--- src/rtl/sprite_ctrl.sv ---
// sprite_ctrl: double-buffered sprite position table plus queued texture writes.
// Optional statistics counters are enabled with SPRITE_CTRL_STATS_EN.
module sprite_ctrl #(
    parameter int SIZE        = 10,
    parameter int DATA_WIDTH  = 32,
    parameter int INDEX_WIDTH = 32,
    parameter int COLOR_WIDTH = 12,
    parameter int FIFO_DEPTH  = 4
) (
    input  logic                              clk,
    input  logic                              rst,
    input  logic                              cfg_valid,
    output logic                              cfg_ready,
    input  logic                              cfg_sel,
    input  logic [INDEX_WIDTH-1:0]            cfg_addr,
    input  logic [DATA_WIDTH-1:0]             cfg_wdata,
    input  logic                              vsync,
    input  logic                              pix_active,
    input  logic [INDEX_WIDTH-1:0]            pix_index,
    output logic [SIZE-1:0][DATA_WIDTH-1:0]   i,
    output logic [SIZE-1:0][DATA_WIDTH-1:0]   j,
    output logic [INDEX_WIDTH-1:0]            mem_addr,
    output logic                              mem_we,
    output logic [COLOR_WIDTH-1:0]            mem_wdata,
`ifdef SPRITE_CTRL_STATS_EN
    output logic [31:0]                       stat_frames,
    output logic [31:0]                       stat_stalls,
`endif
    output logic [$clog2(FIFO_DEPTH):0]       fifo_level
);

    localparam int PW = $clog2(FIFO_DEPTH);
    localparam int LW = PW + 1;
    localparam int EW = INDEX_WIDTH + COLOR_WIDTH;

    typedef enum logic [1:0] {
        S_DISPLAY,
        S_DRAIN,
        S_IDLE
    } state_t;

    state_t r_state;
    state_t w_state_nxt;

    logic [SIZE-1:0][DATA_WIDTH-1:0] r_sh_i;
    logic [SIZE-1:0][DATA_WIDTH-1:0] r_sh_j;
    logic [SIZE-1:0][DATA_WIDTH-1:0] r_act_i;
    logic [SIZE-1:0][DATA_WIDTH-1:0] r_act_j;
    logic                            r_commit_pend;

    logic [EW-1:0] r_fifo [FIFO_DEPTH];
    logic [PW-1:0] r_wr_ptr;
    logic [PW-1:0] r_rd_ptr;
    logic [LW-1:0] r_count;
    logic [LW-1:0] w_count_nxt;

    logic                   w_full;
    logic                   w_empty;
    logic                   w_push;
    logic                   w_pop;
    logic                   w_pos_we;
    logic [INDEX_WIDTH-2:0] w_sprite;
    logic [EW-1:0]          w_head;

    assign w_full    = (r_count == LW'(FIFO_DEPTH));
    assign w_empty   = (r_count == '0);
    assign cfg_ready = !rst && (cfg_sel || !w_full);
    assign w_push    = cfg_valid && cfg_ready && !cfg_sel;
    assign w_pos_we  = cfg_valid && cfg_ready && cfg_sel;
    assign w_sprite  = cfg_addr[INDEX_WIDTH-1:1];
    assign w_head    = r_fifo[r_rd_ptr];

    // Pixel path wins whenever it is active; no write can slip in that cycle.
    assign w_pop = (r_state == S_DRAIN) && !pix_active && !w_empty;

    always_comb begin
        w_count_nxt = r_count;
        unique case ({w_push, w_pop})
            2'b10:   w_count_nxt = r_count + LW'(1);
            2'b01:   w_count_nxt = r_count - LW'(1);
            default: w_count_nxt = r_count;
        endcase
    end

    // Shadow table: sprite numbers >= SIZE match no entry and are dropped.
    always_ff @(posedge clk) begin
        if (rst) begin
            r_sh_i <= '1;
            r_sh_j <= '1;
        end else begin
            for (int k = 0; k < SIZE; k++) begin
                if (w_pos_we && (w_sprite == (INDEX_WIDTH-1)'(k))) begin
                    if (cfg_addr[0]) begin
                        r_sh_j[k] <= cfg_wdata;
                    end else begin
                        r_sh_i[k] <= cfg_wdata;
                    end
                end
            end
        end
    end

    always_ff @(posedge clk) begin
        if (rst) begin
            r_commit_pend <= 1'b0;
            r_act_i       <= '1;
            r_act_j       <= '1;
        end else begin
            r_commit_pend <= vsync;
            if (r_commit_pend) begin
                r_act_i <= r_sh_i;
                r_act_j <= r_sh_j;
            end
        end
    end

    assign i = r_act_i;
    assign j = r_act_j;

    always_ff @(posedge clk) begin
        if (w_push) begin
            r_fifo[r_wr_ptr] <= {cfg_addr, cfg_wdata[COLOR_WIDTH-1:0]};
        end
    end

    always_ff @(posedge clk) begin
        if (rst) begin
            r_wr_ptr <= '0;
            r_rd_ptr <= '0;
            r_count  <= '0;
        end else begin
            if (w_push) begin
                r_wr_ptr <= r_wr_ptr + PW'(1);
            end
            if (w_pop) begin
                r_rd_ptr <= r_rd_ptr + PW'(1);
            end
            r_count <= w_count_nxt;
        end
    end

    assign fifo_level = r_count;

    always_ff @(posedge clk) begin
        if (rst) begin
            r_state <= S_DISPLAY;
        end else begin
            r_state <= w_state_nxt;
        end
    end

    always_comb begin
        w_state_nxt = r_state;
        mem_we      = 1'b0;
        mem_addr    = pix_index;
        mem_wdata   = '0;
        unique case (r_state)
            S_DISPLAY: begin
                if (!pix_active) begin
                    w_state_nxt = w_empty ? S_IDLE : S_DRAIN;
                end
            end
            S_DRAIN: begin
                if (pix_active) begin
                    w_state_nxt = S_DISPLAY;
                end else if (w_count_nxt == '0) begin
                    w_state_nxt = S_IDLE;
                end
                if (w_pop) begin
                    mem_we    = 1'b1;
                    mem_addr  = w_head[EW-1:COLOR_WIDTH];
                    mem_wdata = w_head[COLOR_WIDTH-1:0];
                end
            end
            S_IDLE: begin
                if (pix_active) begin
                    w_state_nxt = S_DISPLAY;
                end else if (!w_empty) begin
                    w_state_nxt = S_DRAIN;
                end
            end
            default: w_state_nxt = S_DISPLAY;
        endcase
    end

`ifdef SPRITE_CTRL_STATS_EN
    logic [31:0] r_frames;
    logic [31:0] r_stalls;

    always_ff @(posedge clk) begin
        if (rst) begin
            r_frames <= '0;
            r_stalls <= '0;
        end else begin
            if (r_commit_pend) begin
                r_frames <= r_frames + 32'd1;
            end
            if (cfg_valid && !cfg_ready && (r_stalls != '1)) begin
                r_stalls <= r_stalls + 32'd1;
            end
        end
    end

    assign stat_frames = r_frames;
    assign stat_stalls = r_stalls;
`endif

endmodule

--- config.mk ---
export PLATFORM = sky130hd
export DESIGN_NAME = sprite_ctrl
export DESIGN_NICKNAME = d
export VERILOG_FILES = /design/src/rtl/sprite_ctrl.sv
export SDC_FILE = /design/constraint.sdc
export NUM_CORES = 2
export LEC_CHECK = 0
export ABC_AREA = 1
export ABC_CLOCK_PERIOD_IN_PS = 3750
export BUFFER_PORTS_ARGS = -buffer_cell sky130_fd_sc_hd__clkbuf_2
export CAP_MARGIN = 30
export CORE_UTILIZATION = 44
export CTS_BUF_LIST = sky130_fd_sc_hd__clkbuf_4 sky130_fd_sc_hd__clkbuf_8
export DETAILED_ROUTE_END_ITERATION = 10
export PLACE_DENSITY = 0.73
export REMOVE_ABC_BUFFERS = 1
export SLEW_MARGIN = 20
export SYNTH_ARGS = -nofsm -noshare
export SYNTH_HDL_FRONTEND = slang
export SYNTH_SLANG_ARGS = --single-unit
--- constraint.sdc ---
create_clock -name clk -period 3.75 [get_ports clk]
set_clock_uncertainty 0.2 [all_clocks]
set_input_delay 0.375 -clock clk [delete_from_list [all_inputs] [get_ports clk]]
set_output_delay 0.375 -clock clk [all_outputs]
set_load 0.05 [all_outputs]
# Word-level counts from Yosys, hierarchy flattened
# Memory sizes are Yosys's and may differ from the RTL's. A register that Yosys moved wholly into a read port is not among the register bits.
# Index checks and enable logic that the tools add are counted.
[word_totals]
reg_bits = 1290
ram_bits = 176
in_bits = 102
wordCells = 133
mem_count = 1
[op_classes]
addsub = 4
eq_ne = 17
muxes = 18
n_bitwise = 1
reduce_logical = 47
[memory_table]
columns = ["name", "depth", "word_bits", "rd", "rd_ports_with_merged_regs", "write_ports", "line", "source"]
rows = [
  ["r_fifo", 4, 44, 1, 1, 1, "51", "logic [EW-1:0] r_fifo [FIFO_DEPTH];"],
]
[op_table]
columns = ["operator", "count"]
rows = [
  ["equality test 31 x 3 -> 1 bit (second input constant)", 4],
  ["2-to-1 mux 32 bit", 2],
  ["equality test 31 x 2 -> 1 bit (second input constant)", 2],
  ["equality test 31 x 4 -> 1 bit (second input constant)", 2],
  ["AND reduction 2 bit", 20],
  ["equality test 31 x 1 -> 1 bit (second input constant)", 1],
  ["logical NOT 31 bit", 1],
  ["2-to-1 mux 12 bit", 2],
  ["logical AND 1 bit", 16],
  ["2-to-1 mux 2 bit", 8],
  ["logical NOT 3 bit", 2],
  ["one-hot mux 2 bit (3 select lines)", 1],
  ["one-hot mux 3 bit (2 select lines)", 1],
  ["logical NOT 1 bit", 5],
  ["adder 2 x 1 -> 2 bit (second input constant)", 2],
  ["equality test 2 x 1 -> 1 bit (second input constant)", 2],
  ["equality test 2 bit (second input constant)", 2],
  ["2-to-1 mux 1 bit", 4],
  ["adder 3 x 1 -> 3 bit (second input constant)", 1],
  ["equality test 3 bit (second input constant)", 1],
  ["inequality test 3 x 2 -> 1 bit (second input constant)", 1],
  ["inequality test 3 bit (second input constant)", 1],
  ["AND reduction 3 bit", 1],
  ["subtractor 3 x 1 -> 3 bit (second input constant)", 1],
  ["other kinds (4)", 4],
]

# Longest topological paths before layout
[depth]
depth_word = 12
ltp_mapped = 19
ltp_nobuf = 18

# Worst setup path before layout
# No wires, ideal clock.
[synth_timing]
path_type = "register to register"
start = "register r_count[0] (netlist: fifo_level[0])"
end = "memory r_fifo[0][0] (netlist name), enable pin"
setup_time_ns = 0.445
arrival_time_ns = 4.190
t_required_ns = 3.105
slack_ns = -1.085
stages_incl_launch_ff = 7
period_less_slack_ns = 4.835
path_cell_list = "dfxtp_1 > inv_1 > nand2_1 > nor2_1 > a21oi_1 > nand3_1 > nor2_1"
[synth_via]
elab_chain_cells = 8
[synth_rtl]
columns = ["item", "line", "source"]
rows = [
  ["from (decl)", "54", "logic [LW-1:0] r_count;"],
  ["from (signal assigned)", "138", "r_count <= w_count_nxt;"],
  ["equality test 3 bit", "65", "assign w_full = (r_count == LW'(FIFO_DEPTH));"],
  ["logical NOT 1 bit", "67", "assign cfg_ready = !rst && (cfg_sel || !w_full);"],
  ["logical OR 1 bit", "67", ""],
  ["logical AND 1 bit", "67", ""],
  ["named net cfg_ready", "13", "output logic cfg_ready,"],
  ["logical AND 1 bit (2 in series)", "68", "assign w_push = cfg_valid && cfg_ready && !cfg_sel;"],
  ["2-to-1 mux 1 bit", "121", "if (w_push) begin"],
  ["2-to-1 mux 1 bit (implied by the code)", "122", "r_fifo[r_wr_ptr] <= {cfg_addr, cfg_wdata[COLOR_WIDTH-1:0]};"],
  ["to (decl)", "51", ""],
]
# The timed path passes the listed nets, and every way through them passes these cells.

# Final worst setup path
[layout_timing]
start = "register r_count[0] (netlist: fifo_level[0])"
end = "output mem_addr[13]"
[layout_via]
elab_chain_cells = 5
[layout_rtl]
columns = ["item", "line", "source"]
rows = [
  ["logical NOT 3 bit", "66", "assign w_empty = (r_count == '0);"],
  ["logical NOT 1 bit", "-", ""],
  ["logical AND 1 bit", "74", "assign w_pop = (r_state == S_DRAIN) && !pix_active && !w_empty;"],
  ["2-to-1 mux 32 bit", "169", "if (w_pop) begin"],
  ["2-to-1 mux 32 bit", "157", "unique case (r_state)"],
  ["to (decl)", "22", "output logic [INDEX_WIDTH-1:0] mem_addr,"],
]
# No other way between the ends.

==> impl_metrics.prom <==
# TYPE chip_impl_metric gauge
chip_impl_info{name="status",value="completed"} 1
chip_impl_metric{name="floorplan.core_area",unit="mm2"} 0.122
chip_impl_metric{name="design_power_total",unit="mW"} 34.9
chip_impl_metric{name="cts.htree.levels",unit=""} 4
chip_impl_metric{name="synth_compound_gate_area_share",unit=""} 0.0141
chip_impl_info{name="r2r_end",value="r_state[0]$_SDFFE_PP0P_"} 1
chip_impl_metric{name="worst_ep_required_time",unit="ns"} 3.17
chip_impl_info{name="routed.top_layer",value="met4"} 1
chip_impl_metric{name="synth_edf_count",unit=""} 176
chip_impl_metric{name="synth_fa_ha_area_frac",unit=""} 0.00153
chip_impl_metric{name="grt_pass1_vias",unit=""} 46260
chip_impl_metric{name="timing.critical_path.fanout_max",unit=""} 48
chip_impl_metric{name="synth_area_per_cell",unit="um2"} 8.29
chip_impl_metric{name="max_clock_freq",unit="GHz"} 0.283
chip_impl_metric{name="die_width",unit="um"} 352
chip_impl_metric{name="seq_area_frac_synth",unit=""} 0.577
chip_impl_metric{name="floorplan.initialDensity",unit=""} 0.443
chip_impl_metric{name="post_synth_num_cell_types",unit=""} 26
chip_impl_metric{name="die_ar",unit="mm2"} 0.124
chip_impl_metric{name="wl_met1",unit="mm"} 71.3
chip_impl_metric{name="ys_seq_elements",unit=""} 1468
chip_impl_info{name="launch_instance_of_the_worst_min_delay_path",value="pix_active"} 1
chip_impl_metric{name="detailed_route_wirelength_on_metal2",unit="mm"} 84.8
chip_impl_metric{name="chipHeight",unit="um"} 352
chip_impl_info{name="critical_path_cell_list",value="inv_1, nand2_1, nor2_1, inv_1, nand2_1, inv_4, buf_12, nor2_1, a31oi_1, clkbuf_2"} 1
chip_impl_metric{name="route.detailed.wl_per_inst",unit="um"} 20.8
chip_impl_info{name="synth_top_flop_cell",value="dfxtp_1"} 1
chip_impl_metric{name="finish.net_count",unit=""} 7166
chip_impl_metric{name="largest_net_degree_at_the_start_of_global_routing",unit=""} 236
chip_impl_metric{name="critical_path_max_stage_delay",unit="ns"} 0.40
chip_impl_info{name="tritoncts",value="built"} 1
chip_impl_metric{name="r2r_setup_slack",unit="ns"} 0.43
chip_impl_metric{name="numPortBuffers",unit=""} 790
chip_impl_metric{name="grt-ovfl-total",unit=""} 0
chip_impl_metric{name="clkLatencyLatePin",unit="ns"} 0.99
chip_impl_metric{name="path_clk_slew",unit="ns"} 0.07
chip_impl_metric{name="timing.critical_path.arrival",unit="ns"} 2.95
chip_impl_metric{name="grt_pass1_wl",unit="mm"} 278
chip_impl_metric{name="multiplexer_share_of_the_synthesized_area",unit=""} 0
chip_impl_metric{name="numClockSinks",unit=""} 1468
chip_impl_metric{name="finalCritPeriodShare",unit=""} 0.941
chip_impl_metric{name="synthesis.instances",unit=""} 6505
chip_impl_metric{name="detailedRoute.firstIterationViolations",unit=""} 5669
chip_impl_metric{name="tightest_slew",unit="ns"} 1.13
chip_impl_metric{name="grt_util_all_layers",unit=""} 0.286
chip_impl_info{name="timing.critical_path.slowest_stage_cell",value="dfxtp_1"} 1
chip_impl_metric{name="final_setup_viols",unit=""} 0
chip_impl_metric{name="report.final.hold_viol_count",unit=""} 0
chip_impl_metric{name="fin_setup_tns",unit="ns"} 0
chip_impl_metric{name="cap_viol_max_count",unit=""} 0
chip_impl_metric{name="boundaryPins",unit=""} 791
chip_impl_info{name="cts.root.buffer_cell",value="clkbuf_8"} 1
chip_impl_metric{name="detailed_place_hpwl",unit="mm"} 108
chip_impl_metric{name="post_synth_instance_area",unit="mm2"} 0.0539
chip_impl_metric{name="yosys_warnings",unit=""} 0
chip_impl_metric{name="ir_drop",unit="mV"} 0.378
chip_impl_metric{name="cts_inserted_buffers",unit=""} 226
chip_impl_info{name="critical_path_class",value="reg -> out"} 1
chip_impl_metric{name="rows",unit=""} 128
chip_impl_metric{name="power-per-cell-area",unit="mW/mm2"} 541
chip_impl_metric{name="antenna_violating_nets_post_route",unit=""} 0
chip_impl_metric{name="synth_xor_xnor_area_share",unit=""} 0.000162
chip_impl_metric{name="layout-drive-gt1-share",unit=""} 0.185
chip_impl_metric{name="report.final.slew_viol_count",unit=""} 0
chip_impl_metric{name="flow.area_growth_from_synthesis",unit="%"} 19.6
chip_impl_info{name="endpoint_kind",value="output pin"} 1
chip_impl_metric{name="p_leak",unit="nW"} 30.6
chip_impl_metric{name="dr.pass1.iters",unit=""} 6
chip_impl_metric{name="antenna_violations_before_repair",unit=""} 6
chip_impl_metric{name="routed_wirelength",unit="mm"} 185
chip_impl_metric{name="remaining_drc_errors",unit=""} 0
chip_impl_metric{name="met3_wirelength",unit="mm"} 17.7
chip_impl_metric{name="async_reset_ff_frac",unit=""} 0
chip_impl_metric{name="finalWeightedCongestion",unit=""} 0.846
chip_impl_info{name="worstReg2RegStart",value="fifo_level[0]$_SDFF_PP0_"} 1
chip_impl_metric{name="vias_per_cell",unit=""} 5.66
chip_impl_metric{name="min_path_cells",unit=""} 5
chip_impl_info{name="critical_path.startpoint_type",value="flop"} 1
chip_impl_metric{name="route.vias.total",unit=""} 50196
chip_impl_info{name="worst_hold_path_type",value="in -> reg"} 1
chip_impl_info{name="grt_setup_unrepaired",value="false"} 1
chip_impl_info{name="dominant_combinational_cell_family_by_area_after_synthesis",value="simple AND/OR/NAND/NOR gates"} 1
chip_impl_info{name="min_delay_worst_endpoint",value="r_state[1]$_SDFFE_PP0P_"} 1
chip_impl_metric{name="fin_crit",unit="ns"} 3.53
chip_impl_info{name="mostFrequentLayoutCell",value="nand2_1"} 1
chip_impl_info{name="mostFrequentLayoutCells",value="nand2_1 (1,969), nand3_1 (1,291), dfxtp_1 (1,290)"} 1
chip_impl_metric{name="worstRegToRegCells",unit=""} 17
chip_impl_metric{name="slew-limit-headroom",unit=""} 0.246
chip_impl_metric{name="area_share_of_and_or_nand_nor_cells_after_synthesis",unit=""} 0.353
chip_impl_metric{name="ctsLongestPathBuffers",unit=""} 3
-- flip-flops by register name, indices dropped and copies added (netlist names), named ones only --
name,cells
i,320
r_fifo,176
r_rd_ptr,2
r_sh_j,320
r_commit_pend,1
r_sh_i,320
fifo_level,3
r_state,2
r_wr_ptr,2
j,320
-- synthesized netlist by cell type (27+ instances only) --
cell type | instances | share of area
nand3_1 | 1305 | 0.12
nand2_1 | 1969 | 0.14
buf_2 | 85 | 0.0079
edfxtp_1 | 176 | 0.098
o21ai_0 | 92 | 0.0085
nand4_1 | 641 | 0.074
buf_4 | 55 | 0.0077
a31oi_1 | 32 | 0.0037
nor2_1 | 266 | 0.019
dfxtp_1 | 1292 | 0.48
clkbuf_1 | 505 | 0.035
inv_1 | 27 | 0.0019
-- cells by family (layout without fill, tap and decap cells) --
group                    after synthesis  count (layout)
flip-flops                          1468            1468
buffers and inverters                692            1428
AO/OA/AOI/OAI                        143             143
AND/OR/NAND/NOR                     4195            4195
other                                  0               5
XOR/XNOR                               1               1
adder cells (fa/ha/maj)                6               6
-- layout make-up --
type | count | area (um2)
diodes | 5 | 12.5
clock buffers | 369 | 4470
clock inverters | 42 | 517
fillers | 11112 | 57200
inverters | 34 | 160
multi-input cells | 4345 | 20000
flip-flops and latches | 1468 | 31200
well taps | 1625 | 2030
repair buffers | 983 | 6110
-- routing by layer --
| metal | vias to the layer above | track usage |
|---|---|---|
| met4 | 0 | 0.176 |
| met3 | 537 | 0.0657 |
| met1 | 23857 | 0.359 |
| met5 | - | 0 |
| met2 | 2585 | 0.445 |
| li1 | 23217 | - |
-- timing repair --
action | in CTS | in global routing
buffers inserted | 0 | 0
hold buffers | 86 | 0
hold endpoints to repair | 520 | 0
endpoints found under the setup margin | 0 | 15
gates resized for setup | 0 | 3
-- power by group --
part	switching (mW)	leakage [nW]	total (mW)	internal, mW
clock network	6.45	2.66	14.4	7.94
logic	3.07	15.7	3.82	0.751
registers	0.344	12.2	16.7	16.3
total	9.86	30.6	34.9	25.0
-- through the flow --
| stage | utilization | setup WS [ns] | std cells | instance area [um2] | hold WS (ns) |
|---|---|---|---|---|---|
| 2_1_floorplan | - | -26.12 | 5847 | 51200 | 0.229 |
| 4_1_cts | 0.530 | 0.0504 | 8865 | 64500 | 0.00163 |
| 3_3_place_gp | 0.481 | 0.763 | 8367 | 58600 | 0.237 |
| 3_5_place_dp | 0.481 | 0.700 | 8368 | 58600 | 0.242 |
| 5_1_grt | 0.530 | 0.0150 | 8871 | 64500 | 0.0430 |
| 6_report | 0.530 | 0.221 | 8871 | 64500 | 0.115 |
-- critical path, delay by kind of cell (launching register included) --
| family | cells | cell delay [ns] |
|---|---|---|
| buffers and inverters | 5 | 0.99 |
| DFF | 1 | 0.40 |
| and+or+nand+nor | 4 | 0.35 |
| AOI/OAI and AO/OA | 1 | 0.23 |
-- how the worst max path moves through the flow --
| stage | to | startpoint | depth (start not counted) | slack, ns |
|---|---|---|---|---|
| floorplan | i[0]$_SDFFE_PP1P_ | r_commit_pend$_SDFF_PP0_ | 3 | -26.12 |
| global placement | r_sh_i[174]$_SDFFE_PP1P_ | cfg_addr[28] | 11 | 0.76 |
| detailed placement | r_sh_i[141]$_SDFFE_PP1P_ | rst | 7 | 0.70 |
| CTS | mem_addr[13] | fifo_level[0]$_SDFF_PP0_ | 10 | 0.05 |
| global route | mem_addr[13] | fifo_level[0]$_SDFF_PP0_ | 10 | 0.01 |
| finish | mem_addr[13] | fifo_level[0]$_SDFF_PP0_ | 10 | 0.22 |
Power figures use the tool's default switching activity.
